<file path="src/rtl/ps2_pkg.sv">
// Shared PS/2 definitions: host-transmit FSM states, cycle-count helpers and frame parity.
package ps2_pkg;

  typedef enum logic [2:0] {
    StIdle,
    StInhibit,
    StStart,
    StShift,
    StAck,
    StWaitIdle
  } ps2_state_e;

  // start + 8 data + parity + stop
  localparam int unsigned FrameBits = 11;

  function automatic int unsigned inhibit_cycles(input int unsigned clk_hz,
                                                 input int unsigned us);
    return (clk_hz / 1_000_000) * us;
  endfunction

  function automatic int unsigned timeout_cycles(input int unsigned clk_hz,
                                                 input int unsigned ms);
    return (clk_hz / 1000) * ms;
  endfunction

  function automatic logic odd_parity(input logic [7:0] b);
    return ~^b;
  endfunction

endpackage

</file>
<file path="src/rtl/ps2_sync_edge.sv">
// Two-flop synchronizer for a raw PS/2 line plus a falling-edge detector on the synced level.
module ps2_sync_edge (
  input  logic clock,
  input  logic reset,
  input  logic line,
  output logic level,
  output logic fall
);

  // [0],[1] synchronize; [2] holds the previous synced level. Idle lines are high.
  logic [2:0] sync_q;

  always_ff @(posedge clock or negedge reset) begin
    if (!reset) begin
      sync_q <= 3'b111;
    end else begin
      sync_q <= {sync_q[1:0], line};
    end
  end

  assign level = sync_q[1];
  assign fall  = sync_q[2] & ~sync_q[1];

endmodule

</file>
<file path="src/rtl/ps2_host_tx.sv">
// Host-to-device PS/2 transmitter: inhibits the clock, requests to send, shifts one byte out
// on device clock falls and checks the device ACK.
module ps2_host_tx
  import ps2_pkg::*;
#(
  parameter int unsigned CLK_FREQ_HZ  = 50_000_000,
  parameter int unsigned INHIBIT_US   = 100,
  parameter int unsigned SETUP_CYCLES = 10,
  parameter int unsigned TIMEOUT_MS   = 15
) (
  input  logic       clock,
  input  logic       reset,
  input  logic       tx_valid,
  input  logic [7:0] tx_data,
  output logic       tx_ready,
  output logic       busy,
  output logic       tx_done,
  output logic       tx_error,
  input  logic       ps2_clk_in,
  input  logic       ps2_data_in,
  output logic       ps2_clk_oe,
  output logic       ps2_data_oe
);

  localparam int unsigned InhibitCyc = inhibit_cycles(CLK_FREQ_HZ, INHIBIT_US);
  localparam int unsigned TimeoutCyc = timeout_cycles(CLK_FREQ_HZ, TIMEOUT_MS);
  localparam int unsigned CntW       = $clog2(TimeoutCyc);

  localparam logic [CntW-1:0] InhibitLast = CntW'(InhibitCyc - 1);
  localparam logic [CntW-1:0] SetupLast   = CntW'(SETUP_CYCLES - 1);
  localparam logic [CntW-1:0] TimeoutLast = CntW'(TimeoutCyc - 1);
  localparam logic [3:0]      LastShift   = 4'(FrameBits - 2);

  ps2_state_e state_q, state_d;
  logic [CntW-1:0]      cnt_q, cnt_d;
  logic [3:0]           bit_cnt_q, bit_cnt_d;
  logic [FrameBits-2:0] frame_q, frame_d;
  logic                 data_oe_q, data_oe_d;
  logic                 ack_ok_q, ack_ok_d;
  logic                 init_q;

  logic clk_lvl, clk_fall, data_lvl, data_fall_unused;
  logic accept, timeout, line_idle;

  ps2_sync_edge u_sync_clk (
    .clock (clock),
    .reset (reset),
    .line  (ps2_clk_in),
    .level (clk_lvl),
    .fall  (clk_fall)
  );

  ps2_sync_edge u_sync_data (
    .clock (clock),
    .reset (reset),
    .line  (ps2_data_in),
    .level (data_lvl),
    .fall  (data_fall_unused)
  );

  // init_q keeps tx_ready low while reset is asserted even though the state is already IDLE.
  assign accept    = (state_q == StIdle) && init_q && tx_valid;
  assign timeout   = (state_q inside {StShift, StAck, StWaitIdle}) && (cnt_q == TimeoutLast);
  assign line_idle = clk_lvl && data_lvl;

  always_ff @(posedge clock or negedge reset) begin
    if (!reset) begin
      state_q <= StIdle;
    end else begin
      state_q <= state_d;
    end
  end

  always_comb begin
    state_d = state_q;
    unique case (state_q)
      StIdle:     if (accept) state_d = StInhibit;
      StInhibit:  if (cnt_q == InhibitLast) state_d = StStart;
      StStart:    if (cnt_q == SetupLast) state_d = StShift;
      StShift: begin
        if (timeout) state_d = StIdle;
        else if (clk_fall && (bit_cnt_q == LastShift)) state_d = StAck;
      end
      StAck: begin
        if (timeout) state_d = StIdle;
        else if (clk_fall) state_d = StWaitIdle;
      end
      StWaitIdle: if (timeout || line_idle) state_d = StIdle;
      default:    state_d = StIdle;
    endcase
  end

  always_comb begin
    tx_ready    = (state_q == StIdle) && init_q;
    busy        = (state_q != StIdle);
    ps2_clk_oe  = (state_q == StInhibit) || (state_q == StStart);
    ps2_data_oe = (state_q == StStart) || ((state_q == StShift) && data_oe_q && !timeout);
    tx_done     = (state_q == StWaitIdle) && !timeout && line_idle && ack_ok_q;
    tx_error    = timeout || ((state_q == StWaitIdle) && line_idle && !ack_ok_q);
  end

  // One counter serves inhibit, setup and the release-to-completion timeout.
  always_comb begin
    cnt_d     = cnt_q + 1'b1;
    bit_cnt_d = bit_cnt_q;
    frame_d   = frame_q;
    data_oe_d = data_oe_q;
    ack_ok_d  = ack_ok_q;
    unique case (state_q)
      StIdle: begin
        cnt_d = '0;
        if (accept) begin
          frame_d   = {1'b1, odd_parity(tx_data), tx_data};
          bit_cnt_d = '0;
          data_oe_d = 1'b0;
        end
      end
      StInhibit: if (cnt_q == InhibitLast) cnt_d = '0;
      StStart: begin
        data_oe_d = 1'b1;
        if (cnt_q == SetupLast) cnt_d = '0;
      end
      StShift: begin
        if (!timeout && clk_fall) begin
          data_oe_d = ~frame_q[bit_cnt_q];
          bit_cnt_d = bit_cnt_q + 4'd1;
        end
      end
      StAck:      if (!timeout && clk_fall) ack_ok_d = ~data_lvl;
      StWaitIdle: ;
      default:    cnt_d = '0;
    endcase
  end

  always_ff @(posedge clock or negedge reset) begin
    if (!reset) begin
      cnt_q     <= '0;
      bit_cnt_q <= '0;
      frame_q   <= '0;
      data_oe_q <= 1'b0;
      ack_ok_q  <= 1'b0;
      init_q    <= 1'b0;
    end else begin
      cnt_q     <= cnt_d;
      bit_cnt_q <= bit_cnt_d;
      frame_q   <= frame_d;
      data_oe_q <= data_oe_d;
      ack_ok_q  <= ack_ok_d;
      init_q    <= 1'b1;
    end
  end

endmodule
</file>
<file path="config.mk">
export PLATFORM = sky130hd
export DESIGN_NAME = ps2_host_tx
export DESIGN_NICKNAME = d
export VERILOG_FILES = /design/src/rtl/ps2_pkg.sv /design/src/rtl/ps2_sync_edge.sv /design/src/rtl/ps2_host_tx.sv
export SDC_FILE = /design/constraint.sdc
export NUM_CORES = 1
export LEC_CHECK = 0
export BUFFER_PORTS_ARGS = -buffer_cell sky130_fd_sc_hd__clkbuf_2
export CAP_MARGIN = 0
export CORE_ASPECT_RATIO = 0.7
export CORE_MARGIN = 2
export CORE_UTILIZATION = 55
export DETAILED_ROUTE_END_ITERATION = 7
export GPL_ROUTABILITY_DRIVEN = 0
export PLACE_DENSITY = 0.8
export SLEW_MARGIN = 20
export SYNTH_ARGS = -nofsm -noshare
export SYNTH_HDL_FRONTEND = slang
export SYNTH_HIERARCHICAL = 1
export SYNTH_SLANG_ARGS = --single-unit
</file>
<file path="constraint.sdc">
create_clock -name clock -period 5.6 [get_ports clock]
set_input_delay 1.12 -clock clock [delete_from_list [all_inputs] [get_ports clock]]
set_output_delay 1.12 -clock clock [all_outputs]
set_load 0.01 [all_outputs]
</file>
==> metrics.md, run 1 <==
| Metric | Value |
|---|---|
| Wire length on met1 | 2.417 mm |
| Initial drt markers | ~180 |
| Antenna viol nets, final | 0 |
| DRC errors left | 0 |
| Clock power frac | between 20% and 30% |
| Worst Setup Start Kind | flop |
| Maximum clock frequency | between 0.3 and 0.4 GHz |
| GR Overflow Total | 0 |
| Setup TNS | 0 ns |
| CTS root buf | clkbuf_8 |
| Port Buf Inserts | 18 |
| Final worst path period share | a little under three fifths |
| Measured slew at the worst slew-check pin | between 0.9 and 1 ns |
| Diodes inserted | 0 |
| First-pass GRT wire length | approximately 8 mm |
| Setup Buffers After CTS | 0 |
| Min-delay worst type | reg -> reg |
| Share of layout cells above drive strength 1 | between 10% and 20% |
| P&R area growth vs syn | 9.227% |
| Final hold vios | 0 |
| DR WL met2 | between 1.5 and 2 mm |
| R2r setup slk | 3.23 ns |
| CTS Hold Bufs | 0 |
| H-tree depth | 2 |
| Die width | about 83 um |
| Vias in the first global route | approximately 1,700 |
| Max Clock Skew | 0.004740 ns |
| Worst r2r src | cnt_q[14] |
| Highest Signal Layer | met4 |
| Slew Viols, Final | 0 |
| FILL cells | approximately 360 |
| Worst R2R End | cnt_q[4] |
| WHS | 0.3614 ns |
| DR vias | between 1,500 and 2,000 |
| Die ar. | 4969 um2 |
| CP arrival | between 2 and 2.5 ns |
| Via density | 5.567 |
| CTS Buf Count | 5 |
| Cells after Synth | 256 |
| # rows | 20 |
| Total I/O pin count | 19 |
| NetSw | 399.3 uW |
| RSZ-0062 raised after global routing | no |
| PwrDens | a little over 400 nW/um2 |
| Drt pass-1 iters | 4 |
| Area of the mapped netlist | about 2400 um2 |
| Gate power share | between 30% and 40% |
| Initial antenna violation count | 0 |
| Post-CTS sizing | 0 |
| Crit path time final | about 3.2 ns |
| Total Routed Length | around 4.7 mm |
| Register share of total power | between 40% and 50% |
| Clock Latency Late Sink | 0.31 ns |
| Total GRT Usage | between 20% and 30% |
| Critical path data required time | roughly 4.5 ns |
| Worst hold path stage count | 0 |
| Pin count of the biggest net entering global routing | between 40 and 50 |
| Status | finished clean |
| Static leakage | between 0.001 and 0.0015 uW |
| Final setup fails | 0 |
| Max-slew headroom | about a third |
| Hpwl dp | 3.335 mm |
| Warnings, synthesis | 6 |
| Hold_sp | u_sync_clk/sync_q[0] |
| Hold EP | u_sync_clk/sync_q[1] |
| Max-cap violations | 0 |
| Clock Sink Count | 45 |
| Worst Reg-to-Reg Cells | 5 |
| Final nets | between 200 and 300 |
| Total internal power | between 600 and 700 uW |
| CTS tree | done |
| Critical path type | reg -> out |
| DIE HEIGHT | around 60 um |
| Routed wire per std cell | around 14 um |
| Crit-path max FO | 12 |
| Max Root-Sink Buffers | 2 |
| Multi-input gate area | 1214 um2 |
| Max VDD drop | about 270 uV |
| Critical path capture point type | output port |
| WL met3 | 284 um |
| Reg clk slew, reported paths | around 0.090 ns |
| Sequential cell area | between 1000 and 1500 um2 |
| Mean Syn Cell Area | about 9.5 um2 |
| Sw Share | 37.28% |
| CORE AREA | roughly 4300 um2 |
| Initial Util | 56.73% |
| Mapped Nets | between 200 and 300 |
## power by group through the flow
stage	clock [uW]	sequential (uW)	combinational [uW]
6_report	257	471	343
5_1_grt	278	487	387
4_1_cts	262	471	348
3_5_place_dp	0	475	345
3_3_place_gp	0	473	328
2_1_floorplan	0	432	290
## cells in the final DEF (no fill, tap or decap), drive strengths merged, types with 2 or more instances in the layout
cell,instances
a21oi,3
xnor2,14
nand2,43
inv,10
nand4,6
mux2,2
nor2,35
nor3b,2
nand2b,2
or4,2
xor2,12
and2,2
dfrtp,40
nand3,11
nand4b,2
ha,4
mux2i,6
nor3,7
or3,3
clkbuf,22
o21ai,9
a31oi,3
dfstp,5
nor4,4
nor2b,2
## worst max-delay path by stage
stage / startpoint / endpoint / slack (ns) / cells past startpoint
floorplan: cnt_q[9] / tx_error / 2.91 / 7
global placement: cnt_q[10] / tx_error / 2.81 / 6
detailed placement: cnt_q[10] / tx_error / 2.78 / 6
CTS: cnt_q[10] / tx_error / 2.42 / 6
global route: cnt_q[10] / tx_error / 2.30 / 6
finish: cnt_q[10] / tx_error / 2.43 / 6
## routing by layer
layer / global-route usage (%) / vias to the layer above
met5: 0 / -
met4: 7.260 / 0
met3: 5.014 / 9
met2: 29.49 / 52
met1: 31.87 / 855
li1: - / 899
## worst max-delay path: stages, from the launching register on
cell and delay [ns]:
dfrtp_1 0.44, or3_4 0.41, nor4_4 0.29, and2_4 0.26, o21ai_0 0.11, nand2_1 0.10
clkbuf_2 0.13
## per-stage QoR
stage | instances | power [uW] | utilization, % | worst slack, ns | cell area (um2)
3_3_place_gp | 318 | 800.2 | 59.09 | 2.810 | 2529
2_1_floorplan | 256 | 722.8 | - | 2.907 | 2427
4_1_cts | 326 | 1081 | 61.96 | 2.424 | 2651
6_report | 326 | 1071 | 61.96 | 2.434 | 2651
5_1_grt | 326 | 1152 | 61.96 | 2.304 | 2651
3_5_place_dp | 318 | 820.7 | 59.24 | 2.777 | 2535
## flip-flops by register name, indices dropped and copies added, names as in the netlist
register and cells:
u_sync_data/sync_q 2, cnt_q 20, frame_q 10, init_q 1, state_q 3, u_sync_clk/sync_q 3, data_oe_q 1, bit_cnt_q 4
ack_ok_q 1
## layout make-up
| class | count | share of cell area, % |
|---|---|---|
| multi-input combinational | 192 | 45.78 |
| sequential | 45 | 42.71 |
| timing repair buffer | 18 | 3.398 |
| clock buffer | 5 | 2.596 |
| tap | 55 | 2.596 |
| clock inverter | 3 | 1.793 |
| inverter | 8 | 1.133 |
(Power assumes the default switching activity.)
==> inputs of run 2 (changes only) <==
==> constraint.sdc (replaced) <==
create_clock -name clock -period 3.2 [get_ports clock]
set_input_delay 0.64 -clock clock [delete_from_list [all_inputs] [get_ports clock]]
set_output_delay 0.64 -clock clock [all_outputs]
set_load 0.01 [all_outputs]
==> run 2 against run 1 <==
Clock skew increased by 0.0046 ns. Combinational power increased by 78%. Via count up 0.61%. Critical path type unchanged. Sequential power rose by 74%. Global-route usage rose by 0.075 points. Setup slack worse by 1.9 ns. Largest cell class unchanged. Sequential share of layout area fell by 0.18 points. Total power increased by 75%.
==> metrics.md, run 2 (synthesized netlist as in run 1, its figures left out) <==
| Metric | Value |
|---|---|
| Initial antenna violation count | 0 (unchanged) |
| Hpwl dp | 3.491 mm (+4.7%) |
| Die ar. | 4969 um2 (unchanged) |
| Vias in the first global route | 1,675 (+1.1%) |
| Static leakage | 0.001158 uW (+0.78%) |
| Register share of total power | 43.7% (-0.3 points) |
| Layout Utilization | 62.22% (+0.26 points) |
| Most frequent cells in the layout | 43 x nand2_1, 40 x dfrtp_1, 34 x nor2_1 |
| Max-slew headroom | 45.12% (+9.8 points) |
| Maximum clock frequency | 0.3694 GHz |
| Final worst path period share | around 85% |
| Clock Latency Late Sink | 0.31 ns (about the same) |
| Max-cap violations | 0 (unchanged) |
| Port Buf Inserts | 18 (unchanged) |
| GR Overflow Total | 0 (unchanged) |
| Routed wire per std cell | 14.62 um (+1.2%) |
| CP arrival | 2.07 ns (+0.02 ns) |
| DR vias | 1,826 (+0.61%) |
| CTS Buf Count | 5 (unchanged) |
| Total GRT Usage | 21.10% (+0.075 points) |
| Share of layout cells above drive strength 1 | 17.58% (+0.61 points) |
| CTS tree | done |
| Reg with most FFs | cnt_q |
| Max reg flops | 20 (unchanged) |
| P&R area growth vs syn | 9.691% |
| Pin count of the biggest net entering global routing | 28 (-39%) |
| Max VDD drop | 499.7 uV (+84%) |
| Max Root-Sink Buffers | 2 (unchanged) |
| H-tree depth | 2 (unchanged) |
| Commonest non-fill, non-tap cell in the layout | nand2_1 |
| Total internal power | 1186 uW (+77%) |
| NetSw | 693.7 uW (+74%) |
| Measured slew at the worst slew-check pin | 0.8157 ns (-0.1546 ns) |
| CTS Hold Bufs | 0 (unchanged) |
| Min-delay worst type | in -> async |
| Clock power frac | 23.9% (about the same) |
| Post-CTS sizing | 0 (unchanged) |
| PwrDens | 705.9 nW/um2 (+75%) |
| Crit path time final | 2.707 ns |
| Setup TNS | 0 ns (unchanged) |
| Total I/O pin count | 19 (unchanged) |
| R2r setup slk | 1.17 ns (-2.06 ns) |
| CORE AREA | 4279 um2 (unchanged) |
| Crit path max-delay cell type | dfrtp_1 |
| Critical path buffer and inverter count | 1 (unchanged) |
| First-pass GRT wire length | 8.121 mm (+0.77%) |
| # rows | 20 (unchanged) |
| Critical path type | reg -> out |
| Gate power share | 32.4% (+0.4 points) |
| Status | finished clean |
| Drt pass-1 iters | 4 (unchanged) |
| Regs by FF count | cnt_q x20, frame_q x10, bit_cnt_q x4 |
| RSZ-0062 raised after global routing | no |
| Place WS | 0.8363 ns (-1.941 ns) |
| CP peak stage delay | 0.44 ns (about the same) |
| Worst path top cell family by delay | simple AND/OR/NAND/NOR gates |
| Critical path data required time | 2.56 ns (-1.92 ns) |
| Placed Area | 2544 um2 (+0.35%) |
| Die width | 83.40 um (unchanged) |
| Clock Sink Count | 45 (unchanged) |
| DIE HEIGHT | 59.58 um (unchanged) |
| Diodes inserted | 0 (unchanged) |
| Initial drt markers | 144 (-19%) |
| Antenna viol nets, final | 0 (unchanged) |
| Max Clock Skew | 0.009328 ns (+0.004589 ns) |
| WHS | 0.3413 ns (-0.02008 ns) |
| Worst setup margin | 0.4931 ns (-1.941 ns) |
| Worst Setup Start Kind | flop |
| Final std cell area, no fill | 2663 um2 (+0.42%) |
| Via density | 5.567 (about the same) |
| Critical path capture point type | output port |
| Sw Share | 36.91% (-0.37 points) |
| Reg clk slew, reported paths | 0.09 ns (about the same) |
| Final hold vios | 0 (unchanged) |
| Total Routed Length | 4.795 mm (+1.8%) |
| Slew Viols, Final | 0 (unchanged) |
| Crit-path max FO | 12 (unchanged) |
| DRC errors left | 0 (unchanged) |
| Final setup fails | 0 (unchanged) |
| Final nets | 289 (+0.70%) |
| Crit path cell chain | or3_4 -> nor4_4 -> and2_4 -> o21ai_0 -> nand2_1 -> clkbuf_2 |
| Setup Buffers After CTS | 0 (unchanged) |
| Initial Util | 56.73% (unchanged) |
| CTS root buf | clkbuf_8 |
==> run 2: worst register-to-register path, delay by kind of cell (launching register included) <==
kind / cells / cell delay (ns)
flops: 1 / 0.44
simple gates: 4 / 1.05
compound gates: 1 / 0.17
buf+inv: 1 / 0.26
==> run 2: path summary, 6_finish.rpt <==
path                                      startpoint                    to  depth (start not counted)
worst max-delay path                       cnt_q[10]              tx_error                          6
worst min-delay path                           reset             cnt_q[19]                          1
worst max register to register             cnt_q[10]             cnt_q[14]                          6
worst min register to register  u_sync_clk/sync_q[0]  u_sync_clk/sync_q[1]                          0
max in group asynchronous                      reset  u_sync_clk/sync_q[2]                          2
min in group clock              u_sync_clk/sync_q[0]  u_sync_clk/sync_q[1]                          0
==> run 2: area by class of cell <==
cell class	instances	area, um2
fillers	355	1617
multi-input cells	192	1207
flip-flops and latches	45	1132
repair buffers	20	105.1
clock buffers	5	68.82
well taps	55	68.82
clock inverters	3	50.05
inverters	8	30.03
==> run 2: per-stage QoR <==
step	std cells	total power, uW
floorplan	256	1265
detailed placement	320	1439
finish	328	1879
CTS	328	1891
global route	328	2022
global placement	320	1420
==> run 2: routing by layer <==
metal	wire length [um]	vias up	track usage (%)
li1	-	901	-
met1	2512	873	32.20
met2	2004	45	29.95
met4	56	0	6.792
met3	222	7	4.596
met5	0	-	0
==> run 2: power groups by stage <==
stage	clock network [uW]	registers [uW]	logic (uW)
global placement	0	827	593
CTS	459	821	612
global route	490	843	689
detailed placement	0	832	606
finish	449	821	609
floorplan	0	757	508
==> inputs of run 3 (changes only) <==
--- a/config.mk
+++ b/config.mk
@@ -9,10 +9,10 @@
 export CAP_MARGIN = 0
 export CORE_ASPECT_RATIO = 0.7
 export CORE_MARGIN = 2
-export CORE_UTILIZATION = 55
+export CORE_UTILIZATION = 54
 export DETAILED_ROUTE_END_ITERATION = 7
 export GPL_ROUTABILITY_DRIVEN = 0
-export PLACE_DENSITY = 0.8
+export PLACE_DENSITY = 0.82
 export SLEW_MARGIN = 20
 export SYNTH_ARGS = -nofsm -noshare
 export SYNTH_HDL_FRONTEND = slang
==> constraint.sdc (replaced) <==
create_clock -name clock -period 2.21 [get_ports clock]
set_input_delay 0.442 -clock clock [delete_from_list [all_inputs] [get_ports clock]]
set_output_delay 0.442 -clock clock [all_outputs]
set_load 0.01 [all_outputs]
==> run 3 against run 2 <==
The flow now finishes with violations (setup timing). Cell area increased by 5.0%. Clock skew increased by 0.00051 ns. Combinational power increased by 72%. Non-clock buffer count increased by 17. Via count increased by 5.9%. Clock power increased by 11%. Highest routed layer unchanged. Hold slack got worse by 0.24 ns. Register-to-register slack got worse by 1.1 ns. Sequential share of layout area decreased by 1.9 points.
==> metrics.md, run 3 (synthesized netlist as in run 1, its figures left out) <==
| Metric | Value |
|---|---|
| Clock Latency Late Sink | 0.30 ns (about the same) |
| Static leakage | 0.001233 uW (+6.5%) |
| Register share of total power | 43.0% (-0.7 points) |
| Worst r2r src | cnt_q[4] |
| Regs by FF count | cnt_q x20, frame_q x10, bit_cnt_q x4 |
| Slew Viols, Final | 0 (unchanged) |
| CTS Buf Count | 5 (unchanged) |
| Crit-path max FO | 8 (-4) |
| CTS tree | done |
| Status | finished with violations |
| First-pass GRT wire length | 8.528 mm (+5.0%) |
| Routed wire per std cell | 15.18 um (+3.8%) |
| P&R area growth vs syn | 15.15% |
| Max reg flops | 20 (unchanged) |
| Cell depth of the worst setup path | 6 (unchanged) |
| Max Clock Skew | 0.009834 ns (+0.0005061 ns) |
| CP Launch Point | cnt_q[9] |
| Worst Setup Start Kind | flop |
| PwrDens | 969.6 nW/um2 (+37%) |
| Final hold vios | 0 (unchanged) |
| Max-slew headroom | 61.48% (+16 points) |
| CTS root buf | clkbuf_8 |
| Sequential cell area | 1135 um2 (+0.22%) |
| Via density | 5.606 (+0.70%) |
| Reg with most FFs | cnt_q |
| Multi-input gate area | 1230 um2 (+1.9%) |
| Setup TNS | -0.06215 ns (-0.06215 ns) |
| Critical path capture point type | output port |
| Initial Util | 56.07% (-0.66 points) |
| DIE HEIGHT | 60.10 um (+0.86%) |
| Total internal power | 1674 uW (+41%) |
| Max VDD drop | 664.0 uV (+33%) |
| Pin count of the biggest net entering global routing | 27 (-3.6%) |
| Final setup fails | 2 (+2) |
| FILL cells | 337 (-5.1%) |
| Max Root-Sink Buffers | 2 (unchanged) |
| Critical path buffer and inverter count | 1 (unchanged) |
| Crit path max-delay cell type | or4_4 |
| Gate power share | 38.6% (+6.2 points) |
| CP arrival | 1.80 ns (-0.27 ns) |
| CP peak stage delay | 0.56 ns (+0.12 ns) |
| Violated checks | setup timing |
| Measured slew at the worst slew-check pin | 0.5725 ns (-0.2432 ns) |
| Final nets | 306 (+5.9%) |
| Total I/O pin count | 19 (unchanged) |
| R2r setup slk | 0.11 ns (-1.06 ns) |
| Worst setup margin | -0.03277 ns (-0.5259 ns) |
| # rows | 20 (unchanged) |
| Worst path top cell family by delay | simple AND/OR/NAND/NOR gates |
| Antenna viol nets, final | 0 (unchanged) |
| Clock Sink Count | 45 (unchanged) |
| Vias in the first global route | 1,745 (+4.2%) |
| Critical path type | reg -> out |
| Min-delay worst type | in -> async |
| Share of layout cells above drive strength 1 | 24.48% (+6.9 points) |
| Max-cap violations | 0 (unchanged) |
| Crit path cell chain | or4_4 -> nor2_4 -> and2_4 -> o21ai_2 -> nand2_1 -> buf_2 |
| H-tree depth | 2 (unchanged) |
| Hpwl dp | 3.558 mm (+1.9%) |
| Critical path endpoint | tx_error |
| Crit path time final | roughly 2.2 ns |
| GR Overflow Total | 0 (unchanged) |
| DRC errors left | 0 (unchanged) |
| Maximum clock frequency | approximately 0.45 GHz |
| Diodes inserted | 0 (unchanged) |
| Worst Reg-to-Reg Cells | 7 (+1) |
| Sw Share | 38.22% (+1.3 points) |
| Final worst path period share | 101.5% |
| Die width | 84.14 um (+0.88%) |
| DR vias | 1,934 (+5.9%) |
| Total GRT Usage | 22.27% (+1.2 points) |
| Total Routed Length | 5.236 mm (+9.2%) |
| Reg clk slew, reported paths | 0.09 ns (about the same) |
| WHS | 0.09767 ns (-0.2436 ns) |
| RSZ-0062 raised after global routing | yes |
| Die ar. | 5056 um2 (+1.8%) |
| Most frequent cells in the layout | 42 x nand2_1, 38 x dfrtp_1, 34 x nor2_1 |
| Initial antenna violation count | 0 (unchanged) |
| Port Buf Inserts | 18 (unchanged) |
| Critical path data required time | 1.77 ns (-0.79 ns) |
| Worst R2R End | cnt_q[15] |
| Commonest non-fill, non-tap cell in the layout | nand2_1 |
| Clock power frac | 18.5% (-5.4 points) |
| Drt pass-1 iters | 4 (unchanged) |
| Initial drt markers | 245 (+70%) |
| CORE AREA | 4329 um2 (+1.2%) |
| NetSw | 1036 uW (+49%) |
## run 3: changes by cell type in the layout (fill, tap and decap cells not counted), moves of 2 or more
cell	before	now
buf_4	2	18
dfrtp_2	0	2
dfrtp_1	40	38
clkinv_2	0	2
## run 3: layout make-up
| cell class | instances | share of cell area [%] |
|---|---|---|
| Clock buffer | 5 | 2.462 |
| Sequential cell | 45 | 40.60 |
| Multi-Input combinational cell | 192 | 44.00 |
| Tap cell | 55 | 2.462 |
| Clock inverter | 3 | 0.6267 |
| Inverter | 8 | 1.074 |
| Timing Repair Buffer | 37 | 8.773 |
## run 3: layer usage
metal  up-vias  routed length, um  GRT usage [%]
li1        932                  -              -
met1       926               2462          32.83
met2        67               2349          32.77
met3         9                334          4.558
met4         0                 90          8.065
met5         -                  0              0
## run 3: how the worst min path moves through the flow
stage,startpoint,end,slack [ns],cells past startpoint
after floorplan,reset,ack_ok_q,0.15,0
after global placement,u_sync_data/sync_q[0],u_sync_data/sync_q[1],0.35,0
after detailed placement,u_sync_data/sync_q[0],u_sync_data/sync_q[1],0.35,0
after CTS,reset,frame_q[1],0.10,2
after global routing,reset,frame_q[6],0.12,2
final,reset,frame_q[1],0.1,2
## run 3: timing repair
| action | 4_1_cts | 5_1_grt |
|---|---|---|
| pin swaps | 6 | 0 |
| setup buffers | 5 | 1 |
| hold buffers | 0 | 0 |
| resized for setup | 5 | 4 |
| endpoints found under the setup margin | 3 | 23 |
## run 3: per-stage QoR
stage	std cells	instance area, um2	power [uW]	worst slack, ns	util [%]
global placement	331	2639	2151	0.1070	60.95
detailed placement	331	2639	2186	0.07674	60.95
global route	345	2795	2898	-0.1071	64.57
floorplan	256	2427	1832	0.1948	-
CTS	344	2778	2694	-0.03493	64.16
finish	345	2795	2710	-0.03277	64.57
## run 3: power groups by stage
stage          Sequential (uW)  Combinational (uW)  Clock (uW)
2_1_floorplan             1100                 736           0
3_3_place_gp              1160                 990           0
3_5_place_dp              1170                1020           0
4_1_cts                   1160                1030         510
5_1_grt                   1190                1160         544
6_report                  1160                1050         500
